**src/rtl/snn_event_scheduler_pkg.sv**
```systemverilog
// Shared definitions for the SNN event scheduler: FSM encoding, default sizing
// and the counter load helper used by both timed states.
package snn_event_scheduler_pkg;

    typedef enum logic [1:0] {
        ST_IDLE    = 2'd0,
        ST_ISSUE   = 2'd1,
        ST_SETTLE  = 2'd2,
        ST_INHIBIT = 2'd3
    } state_t;

    localparam int unsigned DEF_INPUTS = 32'd42;
    localparam int unsigned DEF_N      = 32'd4;
    localparam int unsigned DEF_SETTLE = 32'd16;
    localparam int unsigned DEF_REFRAC = 32'd8;
    localparam int unsigned CNT_W      = 32'd8;

    // A timed state of N cycles counts N-1 down to 0.
    function automatic logic [CNT_W-1:0] cnt_load(input int unsigned cycles);
        return CNT_W'(cycles - 32'd1);
    endfunction

endpackage

```
**src/rtl/snn_event_scheduler_if.sv**
```systemverilog
// Signal bundle between the input layer / neuron level and the event scheduler.
interface snn_event_scheduler_if #(
    parameter int unsigned p_inputs = snn_event_scheduler_pkg::DEF_INPUTS,
    parameter int unsigned p_n      = snn_event_scheduler_pkg::DEF_N
);

    logic                     i_enable;
    logic [p_inputs:1]        i_event;
    logic [p_n:1]             i_spike;
    logic [p_inputs:1]        o_event;
    logic                     o_nrst_n;
    logic [$clog2(p_n)-1:0]   o_winner;
    logic                     o_winner_vld;
    logic                     o_busy;
    logic                     o_collision;

    modport slave (
        input  i_enable, i_event, i_spike,
        output o_event, o_nrst_n, o_winner, o_winner_vld, o_busy, o_collision
    );

    modport master (
        output i_enable, i_event, i_spike,
        input  o_event, o_nrst_n, o_winner, o_winner_vld, o_busy, o_collision
    );

endinterface

```
**src/rtl/snn_event_scheduler_prio_enc.sv**
```systemverilog
// Lowest-index priority encoder: idx is the position of the lowest set req bit.
module snn_prio_enc #(
    parameter int unsigned p_width = 32'd4,
    parameter int unsigned p_idx_w = $clog2(p_width)
) (
    input  logic [p_width-1:0] req,
    output logic [p_idx_w-1:0] idx,
    output logic               any
);

    // Scan from the top down so the lowest set bit is the last to claim idx
    always_comb begin
        idx = '0;
        any = |req;
        for (int i = int'(p_width) - 1; i >= 0; i--) begin
            idx = req[i] ? p_idx_w'(i) : idx;
        end
    end

endmodule

```
**src/rtl/snn_event_scheduler.sv**
```systemverilog
// Frame scheduler: gathers synapse events, issues them as one frame, waits for
// a winning spike, then holds the neuron level in reset for the refractory time.
module snn_event_scheduler
    import snn_event_scheduler_pkg::*;
#(
    parameter int unsigned p_inputs = DEF_INPUTS,
    parameter int unsigned p_n      = DEF_N,
    parameter int unsigned p_settle = DEF_SETTLE,
    parameter int unsigned p_refrac = DEF_REFRAC
) (
    input logic                  i_clk,
    input logic                  i_rst,
    snn_event_scheduler_if.slave bus
);

    localparam int unsigned      WIN_W       = $clog2(p_n);
    localparam logic [CNT_W-1:0] SETTLE_LOAD = cnt_load(p_settle);
    localparam logic [CNT_W-1:0] REFRAC_LOAD = cnt_load(p_refrac);
    localparam logic [CNT_W-1:0] CNT_ZERO    = CNT_W'(0);
    localparam logic [CNT_W-1:0] CNT_ONE     = CNT_W'(1);

    state_t             state_r, state_s;
    logic [CNT_W-1:0]   cnt_r, cnt_s;
    logic [p_inputs:1]  pend_r, pend_s;
    logic [p_inputs:1]  clr_s;
    logic [p_inputs:1]  event_r, event_s;
    logic               nrst_n_r, nrst_n_s;
    logic [WIN_W-1:0]   winner_r, winner_s;
    logic               winner_vld_r, winner_vld_s;
    logic               busy_r, busy_s;
    logic               collision_r, collision_s;
    logic [WIN_W-1:0]   spike_idx_s;
    logic               spike_any_s;

    snn_prio_enc #(
        .p_width (p_n)
    ) u_prio_enc (
        .req (bus.i_spike),
        .idx (spike_idx_s),
        .any (spike_any_s)
    );

    // Next-state, counter and output decode
    always_comb begin
        state_s      = state_r;
        cnt_s        = cnt_r;
        clr_s        = '0;
        event_s      = '0;
        winner_s     = winner_r;
        winner_vld_s = 1'b0;

        case (state_r)
            ST_IDLE: begin
                if (bus.i_enable && (pend_r != '0)) begin
                    state_s = ST_ISSUE;
                end else begin
                    state_s = ST_IDLE;
                end
            end
            ST_ISSUE: begin
                // The snapshot cleared here is exactly what goes out, so an event
                // landing in this cycle survives into the next frame.
                clr_s   = pend_r;
                event_s = pend_r;
                state_s = ST_SETTLE;
                cnt_s   = SETTLE_LOAD;
            end
            ST_SETTLE: begin
                if (spike_any_s) begin
                    state_s      = ST_INHIBIT;
                    winner_s     = spike_idx_s;
                    winner_vld_s = 1'b1;
                    cnt_s        = REFRAC_LOAD;
                end else if (cnt_r == CNT_ZERO) begin
                    state_s = ST_IDLE;
                end else begin
                    cnt_s = cnt_r - CNT_ONE;
                end
            end
            ST_INHIBIT: begin
                if (cnt_r == CNT_ZERO) begin
                    state_s = ST_IDLE;
                end else begin
                    cnt_s = cnt_r - CNT_ONE;
                end
            end
            default: begin
                state_s = ST_IDLE;
                cnt_s   = CNT_ZERO;
            end
        endcase

        pend_s      = (pend_r & ~clr_s) | bus.i_event;
        collision_s = collision_r | (|(bus.i_event & pend_r & ~clr_s));
        nrst_n_s    = (state_s != ST_INHIBIT);
        busy_s      = (state_s != ST_IDLE);
    end

    // State, counter, pending set and registered outputs
    always_ff @(posedge i_clk) begin
        if (i_rst) begin
            state_r      <= ST_IDLE;
            cnt_r        <= CNT_ZERO;
            pend_r       <= '0;
            event_r      <= '0;
            nrst_n_r     <= 1'b0;
            winner_r     <= '0;
            winner_vld_r <= 1'b0;
            busy_r       <= 1'b0;
            collision_r  <= 1'b0;
        end else begin
            state_r      <= state_s;
            cnt_r        <= cnt_s;
            pend_r       <= pend_s;
            event_r      <= event_s;
            nrst_n_r     <= nrst_n_s;
            winner_r     <= winner_s;
            winner_vld_r <= winner_vld_s;
            busy_r       <= busy_s;
            collision_r  <= collision_s;
        end
    end

    assign bus.o_event      = event_r;
    assign bus.o_nrst_n     = nrst_n_r;
    assign bus.o_winner     = winner_r;
    assign bus.o_winner_vld = winner_vld_r;
    assign bus.o_busy       = busy_r;
    assign bus.o_collision  = collision_r;

endmodule

```
**src/flat_wrapper.sv**
```systemverilog
// flat-port wrapper written by rule: the top's interface ports become plain ports
module snn_event_scheduler_flat import snn_event_scheduler_pkg::*;
#(
    parameter int unsigned p_inputs = DEF_INPUTS,
    parameter int unsigned p_n      = DEF_N,
    parameter int unsigned p_settle = DEF_SETTLE,
    parameter int unsigned p_refrac = DEF_REFRAC
)
  (i_clk, i_rst, bus_i_enable, bus_i_event, bus_i_spike, bus_o_event, bus_o_nrst_n, bus_o_winner, bus_o_winner_vld, bus_o_busy, bus_o_collision);
  snn_event_scheduler_if #(.p_inputs(p_inputs), .p_n(p_n)) bus_i ();
  input logic i_clk;
  input logic i_rst;
  input wire logic [$bits(bus_i.i_enable)-1:0] bus_i_enable;
  input wire logic [$bits(bus_i.i_event)-1:0] bus_i_event;
  input wire logic [$bits(bus_i.i_spike)-1:0] bus_i_spike;
  output wire logic [$bits(bus_i.o_event)-1:0] bus_o_event;
  output wire logic [$bits(bus_i.o_nrst_n)-1:0] bus_o_nrst_n;
  output wire logic [$bits(bus_i.o_winner)-1:0] bus_o_winner;
  output wire logic [$bits(bus_i.o_winner_vld)-1:0] bus_o_winner_vld;
  output wire logic [$bits(bus_i.o_busy)-1:0] bus_o_busy;
  output wire logic [$bits(bus_i.o_collision)-1:0] bus_o_collision;
  assign bus_i.i_enable = bus_i_enable;
  assign bus_i.i_event = bus_i_event;
  assign bus_i.i_spike = bus_i_spike;
  assign bus_o_event = bus_i.o_event;
  assign bus_o_nrst_n = bus_i.o_nrst_n;
  assign bus_o_winner = bus_i.o_winner;
  assign bus_o_winner_vld = bus_i.o_winner_vld;
  assign bus_o_busy = bus_i.o_busy;
  assign bus_o_collision = bus_i.o_collision;
  snn_event_scheduler #(.p_inputs(p_inputs), .p_n(p_n), .p_settle(p_settle), .p_refrac(p_refrac)) u_core (.i_clk(i_clk), .i_rst(i_rst), .bus(bus_i));
endmodule
```
**config.mk**
```make
export PLATFORM = sky130hd
export DESIGN_NAME = snn_event_scheduler_flat
export DESIGN_NICKNAME = d
export VERILOG_FILES = /design/src/rtl/snn_event_scheduler_pkg.sv /design/src/rtl/snn_event_scheduler_if.sv /design/src/rtl/snn_event_scheduler_prio_enc.sv /design/src/rtl/snn_event_scheduler.sv /design/src/flat_wrapper.sv
export SDC_FILE = /design/constraint.sdc
export NUM_CORES = 1
export LEC_CHECK = 0
export ABC_AREA = 1
export BUFFER_PORTS_ARGS = -buffer_cell sky130_fd_sc_hd__buf_2
export CORE_ASPECT_RATIO = 1.4
export CORE_MARGIN = 2
export CORE_UTILIZATION = 45
export CTS_CLUSTER_DIAMETER = 100
export DETAILED_ROUTE_END_ITERATION = 7
export GPL_TIMING_DRIVEN = 0
export PLACE_DENSITY_LB_ADDON = 0.2
export SETUP_SLACK_MARGIN = 0.02
export SLEW_MARGIN = 20
export SYNTH_ARGS = -nofsm -noshare
export SYNTH_HDL_FRONTEND = slang
export SYNTH_SLANG_ARGS = --single-unit
```
**constraint.sdc**
```tcl
create_clock -name i_clk -period 2 [get_ports i_clk]
set_input_delay 0.1 -clock i_clk [delete_from_list [all_inputs] [get_ports i_clk]]
set_output_delay 0.1 -clock i_clk [all_outputs]
set_load 0.02 [all_outputs]
```
Word level (Yosys, flattened, before mapping)
Cells that the tools add are included.
{"block": "totals", "word_cells": 44, "regBits": 100, "output_inout_bits": 48}
{"block": "classes", "reduce_logical": 10, "n_mux": 13, "n_bitwise": 7, "n_eq_ne": 4, "n_addsub": 1}
{"op": "$and 42x42->42", "count": 3}
{"op": "$mux 42", "count": 1}
{"op": "$not 42->42", "count": 1}
{"op": "$or 42x42->42", "count": 1}
{"op": "$reduce_bool 42->1", "count": 1}
{"op": "$reduce_or 42->1", "count": 1}
{"op": "$pmux 8 s3", "count": 1}
{"op": "$mux 8", "count": 2}
{"op": "$mux 2", "count": 6}
{"op": "$logic_not 8->1", "count": 1}
{"op": "$pmux 2 s4", "count": 1}
{"op": "$sub 8x1->8 const B", "count": 1}
{"op": "$eq 2x2->1 const B", "count": 2}
{"op": "$reduce_or 4->1", "count": 1}
{"op": "$reduce_bool 3->1", "count": 1}
{"op": "$eq 2x1->1 const B", "count": 1}
{"op": "$logic_not 2->1", "count": 1}
{"op": "$mux 1", "count": 2}
{"op": "$ne 2x2->1 const B", "count": 1}
{"op": "$reduce_and 2->1", "count": 1}
{"op": "$reduce_bool 2->1", "count": 1}
{"op": "$reduce_or 2->1", "count": 1}
{"op": "$logic_and 1x1->1", "count": 1}
{"op": "$not 1->1", "count": 1}
{"op": "$or 1x1->1", "count": 1}

Logic depth before layout (Yosys ltp)
{"block": "depth", "depth_word": 6, "ltp_mapped": 11, "ltp_nobuf": 10}

Hierarchy
Synthesis repeated with hierarchy kept, for this count alone.
{"block": "hier_totals", "hier_cells": 505, "area_unflattened_um2": 3802.4}
{"mod": "snn_event_scheduler", "area_each_um2": 3766.1, "seq_area_each_um2": 2001.9, "cells_each": 497, "n_inst": 1}
{"mod": "snn_prio_enc", "area_each_um2": 36.3, "seq_area_each_um2": 0.0, "cells_each": 8, "n_inst": 1}

Least setup slack after synthesis
OpenSTA, ideal clock, no wires.
{"block": "synth_timing", "path_kind": "reg2reg", "startpoint": "register u_core.state_r[0]", "endpoint": "register u_core.collision_r, in the netlist u_core.bus.o_collision", "path_stages_with_launch": 11, "required_ns": 1.891, "path_slack_ns": 0.765, "t_arrival_ns": 1.126, "synth_period_minus_slack_ns": 1.235, "path_cell_list": "dfxtp_1 -> nand2_4 -> buf_6 -> nand3_2 -> nand2_1 -> nor2_1 -> nand2_1 -> nor2_1 -> nand3_1 -> nand2_1 -> inv_1"}
{"block": "synth_between", "elab_chain_cells": 6}
{"element": "from (decl)", "line": "snn_event_scheduler.sv:22", "rtl": "state_t state_r, state_s;"}
{"element": "from (signal assigned)", "line": "snn_event_scheduler.sv:112", "rtl": "state_r <= state_s;"}
{"element": "$eq 2x1->1", "line": "snn_event_scheduler.sv:52", "rtl": "case (state_r)"}
{"element": "$mux 42"}
{"element": "$not 42->42", "line": "snn_event_scheduler.sv:94", "rtl": "collision_s = collision_r | (|(bus.i_event & pend_r & ~clr_s));"}
{"element": "$and 42x42->42", "line": "snn_event_scheduler.sv:94"}
{"element": "$reduce_or 42->1", "line": "snn_event_scheduler.sv:94"}
{"element": "$or 1x1->1", "line": "snn_event_scheduler.sv:94"}
{"element": "to (signal assigned)", "line": "snn_event_scheduler.sv:120", "rtl": "collision_r <= collision_s;"}
{"element": "to (decl)", "line": "snn_event_scheduler.sv:31", "rtl": "logic collision_r, collision_s;"}
Every way passes these cells.
A chain may end at the register's enable or synchronous reset.

Worst setup path in the final report
{"block": "layout_timing", "startpoint": "register u_core.state_r[1]", "endpoint": "register u_core.winner_r[1], in the netlist u_core.bus.o_winner[1]"}
{"block": "layout_between", "elab_chain_cells": 2}
{"element": "$eq 2x2->1", "line": "snn_event_scheduler.sv:52"}
{"element": "$reduce_and 2->1 (no source line)"}
{"element": "to (signal assigned)", "line": "snn_event_scheduler.sv:117", "rtl": "winner_r <= winner_s;"}
{"element": "to (decl)", "line": "snn_event_scheduler.sv:28", "rtl": "logic [WIN_W-1:0] winner_r, winner_s;"}
Every way passes these cells.

==> out/results.tsv <==
stage	metric	value	unit
synth	top-count cell post-synth	nor2_1	
power	switching share of power	33.0	%
clocking	CTS Buf Count	9	
critical_path	CP endpoint kind	register	
sta	Slew HR	62.6	%
sta	Fin Hold WS	-0.00209	ns
job	max cap viols	0	
critical_path	WP data arrival	1.80	ns
critical_path	Critical Path Stages	6	
routing	Vias	3617	
min_path	WHS Path Cells	3	
clocking	CTS max path bufs	2	
critical_path	CP cell instances	inv_2 > nor2_1 > nand2_1 > nand3_1 > o41ai_1 > dlygate4sd3_1	
synth	Yosys top cell area share	52.3	%
synth	list of most frequent post-synthesis cells	116 x nor2_1, 100 x dfxtp_1, 90 x nand2_1	
synth	Mapped Nets	549	
clocking	Clock Latency Late Sink	0.35	ns
synth	Synth cell types	22	
sta	period utilization	78.4	%
critical_path	CP delay by family, top	buffers and inverters	
synth	Post-Syn Area	3830	sq um
critical_path	critical path class	register to register	
sta	number of max-slew violations in the final report	0	
synth	Most used DFF post-synth	dfxtp_1	
sta	Worst-Margin Slew	0.560	ns
clocking	clock-pin slew on the worst setup and hold paths	0.07	ns
synth	leading post-synthesis cells by cell area	dfxtp_1 52%, nor2_1 11%, nand2_1 8.8%, a21oi_1 6.3%, nand3_1 5.1%	
clocking	H-tree lvl count	3	
global_route	maximum number of pins on one net before global-route repair	16	
sta	final worst slack	0.433	ns
synth	Seq/Total Area, Yosys	52.3	%
routing	vias per inst	4.88	
critical_path	Worst setup SP type	register	
routing	Initial DRC Count	170	
sta	Final min period	1.57	ns
clocking	CTS sink cnt	100	
outcome	violated checks	negative hold slack	
global_route	initial antenna violation count	0	
critical_path	r2r worst-path depth	6	
floorplan	row count	39	
outcome	status	finished with violations	
placed_design	port bufs	95	
synth	number of synthesized flops with an enable pin	0	
routing	First-pass DRT Iterations	7	
placed_design	pre-CTS setup slack	0.494	ns
routing	Routed WL	9730	microns
cells_and_area	area added between synthesis and finish	32.4	%
floorplan	DIE AREA	9270	sq um
critical_path	data required time of the worst path	2.24	ns
placed_design	DP HPWL	6970	microns
power	P_sw	2.01	mW
floorplan	CORE AREA	8200	sq um
cells_and_area	layout cell share with drive strength beyond 1	21.4	%
sta	endpoints failing setup	0	
floorplan	Die Wd	82.0	microns
power	Pint	4.07	mW
sta	f_max	0.638	GHz
routing	Routed WL per cell	13.1	microns
sta	Setup TNS	0	ns
critical_path	worst-path fanout max	4	
power	Flop pwr share	39.6	%
clocking	setup bufs post-CTS	0	
power	Comb pwr share	28.8	%
floorplan	Die H	113	microns
clocking	clk root buf	clkbuf_16	
sta	Final Hold Vio Count	2	
global_route	grt ovf	0	
floorplan	Top Ports	97	
cells_and_area	fin nets	685	
synth	#FFs+latches synth	100	
global_route	Overall Global Routing Usage	21.9	%
critical_path	Worst path max stage delay	0.55	ns
power	Clk pwr share	31.6	%
floorplan	initial core utilization	46.7	%
routing	DRC viols	0	
critical_path	slowest CP cell	dlygate4sd3_1	
synth	ys async rst share	0	%
synth	cell count after synthesis	498	
clocking	CTS tree	yes	
power	Pwr Density	1200	nW/um^2
power	maximum vdd drop	0.671	mV
synth	largest area contributor in the netlist	dfxtp_1	
cells_and_area	Ant. Diodes	0	
min_path	worst min path class	input pin to register	
routing	Routed Antenna Nets	0	
sta	Setup Skew	0.00683	ns
sta	unrepaired setup endpoints after global routing	no	
synth	Ys Warns	0	
global_route	vias in the first global route	3480	
synth	Syn Area/Cell	7.69	sq um
power	Lkg Pwr	2.45	nW
global_route	first-pass GRT wire length	15400	microns
placed_design	gpl congestion	0.846	
critical_path	CP Buf/Inv Count	2	
-- kinds of logic after synthesis --
kind of cell             Yosys count  synth area share (%)
AO/OA/AOI/OAI                     54                  7.19
XOR/XNOR                           6                  1.37
adder cells (fa/ha/maj)            2                 0.653
buffers and inverters             57                  7.06
flip-flops                       100                  52.3
AND/OR/NAND/NOR                  279                  31.4
-- cell type report --
type	count	area [sq um]
fill	770	3130
inverter	34	128
tap	102	128
clock buffer	13	270
timing repair buffer	125	776
clock inverter	3	67.6
multi-input combinational	341	1560
sequential	100	2000
buffer	23	143
-- final timing paths --
path                          start  slack, ns                     end
setup / recovery  u_core.state_r[1]       0.43  u_core.bus.o_winner[1]
hold / removal      bus_i_event[28]     -0.002       u_core.pend_r[29]
hold reg to reg    u_core.pend_r[2]       0.47   u_core.bus.o_event[2]
setup reg to reg  u_core.state_r[1]       0.43  u_core.bus.o_winner[1]
-- cells in the final DEF, fill, tap and decap left out --
cell type and count:
a21oi_1 48, a31oi_1 1, and2_1 1, buf_2 101
buf_4 3, buf_6 5, bufinv_16 2, clkbuf_1 10
clkbuf_16 9, clkbuf_8 3, clkinvlp_4 1, dfxtp_1 100
dlygate4sd3_1 30, ha_1 2, inv_1 32, inv_2 2
nand2_1 90, nand2_4 1, nand3_1 39, nand3_2 10
nand4_1 6, nor2_1 116, nor3_1 16, o21ai_0 4
o41ai_1 1, xnor2_1 2, xor2_1 4
-- worst min-delay path, cell delays in order --
cell	delay, ns
buf_2	0.10
a21oi_1	0.04
nor2_1	0.07
-- power groups by stage --
| stage | Clock [mW] | Combinational [mW] | Sequential (mW) |
|---|---|---|---|
| detailed placement | 0 | 1.69 | 2.45 |
| CTS | 1.95 | 1.76 | 2.41 |
| floorplan | 0 | 1.13 | 2.53 |
| global placement | 0 | 1.67 | 2.44 |
| global route | 2.04 | 1.97 | 2.44 |
| finish | 1.92 | 1.75 | 2.41 |
-- metrics by stage --
step / area, sq um / hold WS [ns] / utilization, % / std cells / power (mW)
after floorplan: 3830 / 0.200 / - / 498 / 3.66
after global placement: 4430 / 0.307 / 54.1 / 695 / 4.11
after detailed placement: 4430 / 0.320 / 54.1 / 695 / 4.14
after CTS: 5070 / 0.00159 / 61.8 / 741 / 6.11
after global routing: 5070 / 0.0103 / 61.8 / 741 / 6.45
final: 5070 / -0.00209 / 61.8 / 741 / 6.09
-- state kept, by name, indices dropped and copies added, names as in the netlist, 2 cells and up --
signal,cells
u_core.bus.o_event,42
u_core.bus.o_winner,2
u_core.state_r,2
u_core.cnt_r,8
u_core.pend_r,42
-- what timing repair did --
| action | in CTS | in global routing |
|---|---|---|
| resized for setup | 0 | 0 |
| hold buffers | 30 | 0 |
| endpoints found under the hold margin | 29 | 0 |
| setup endpoints to repair | 0 | 0 |
-- metal layers --
layer | vias to the layer above | share of wire [%] | track usage (%)
met5 | - | 0 | 0
met4 | 0 | 1.8 | 8.78
met3 | 16 | 5.8 | 5.02
met2 | 98 | 52 | 39.1
met1 | 1642 | 40 | 24.4
li1 | 1861 | - | -
No activity file was read; power rests on OpenSTA's default activity.
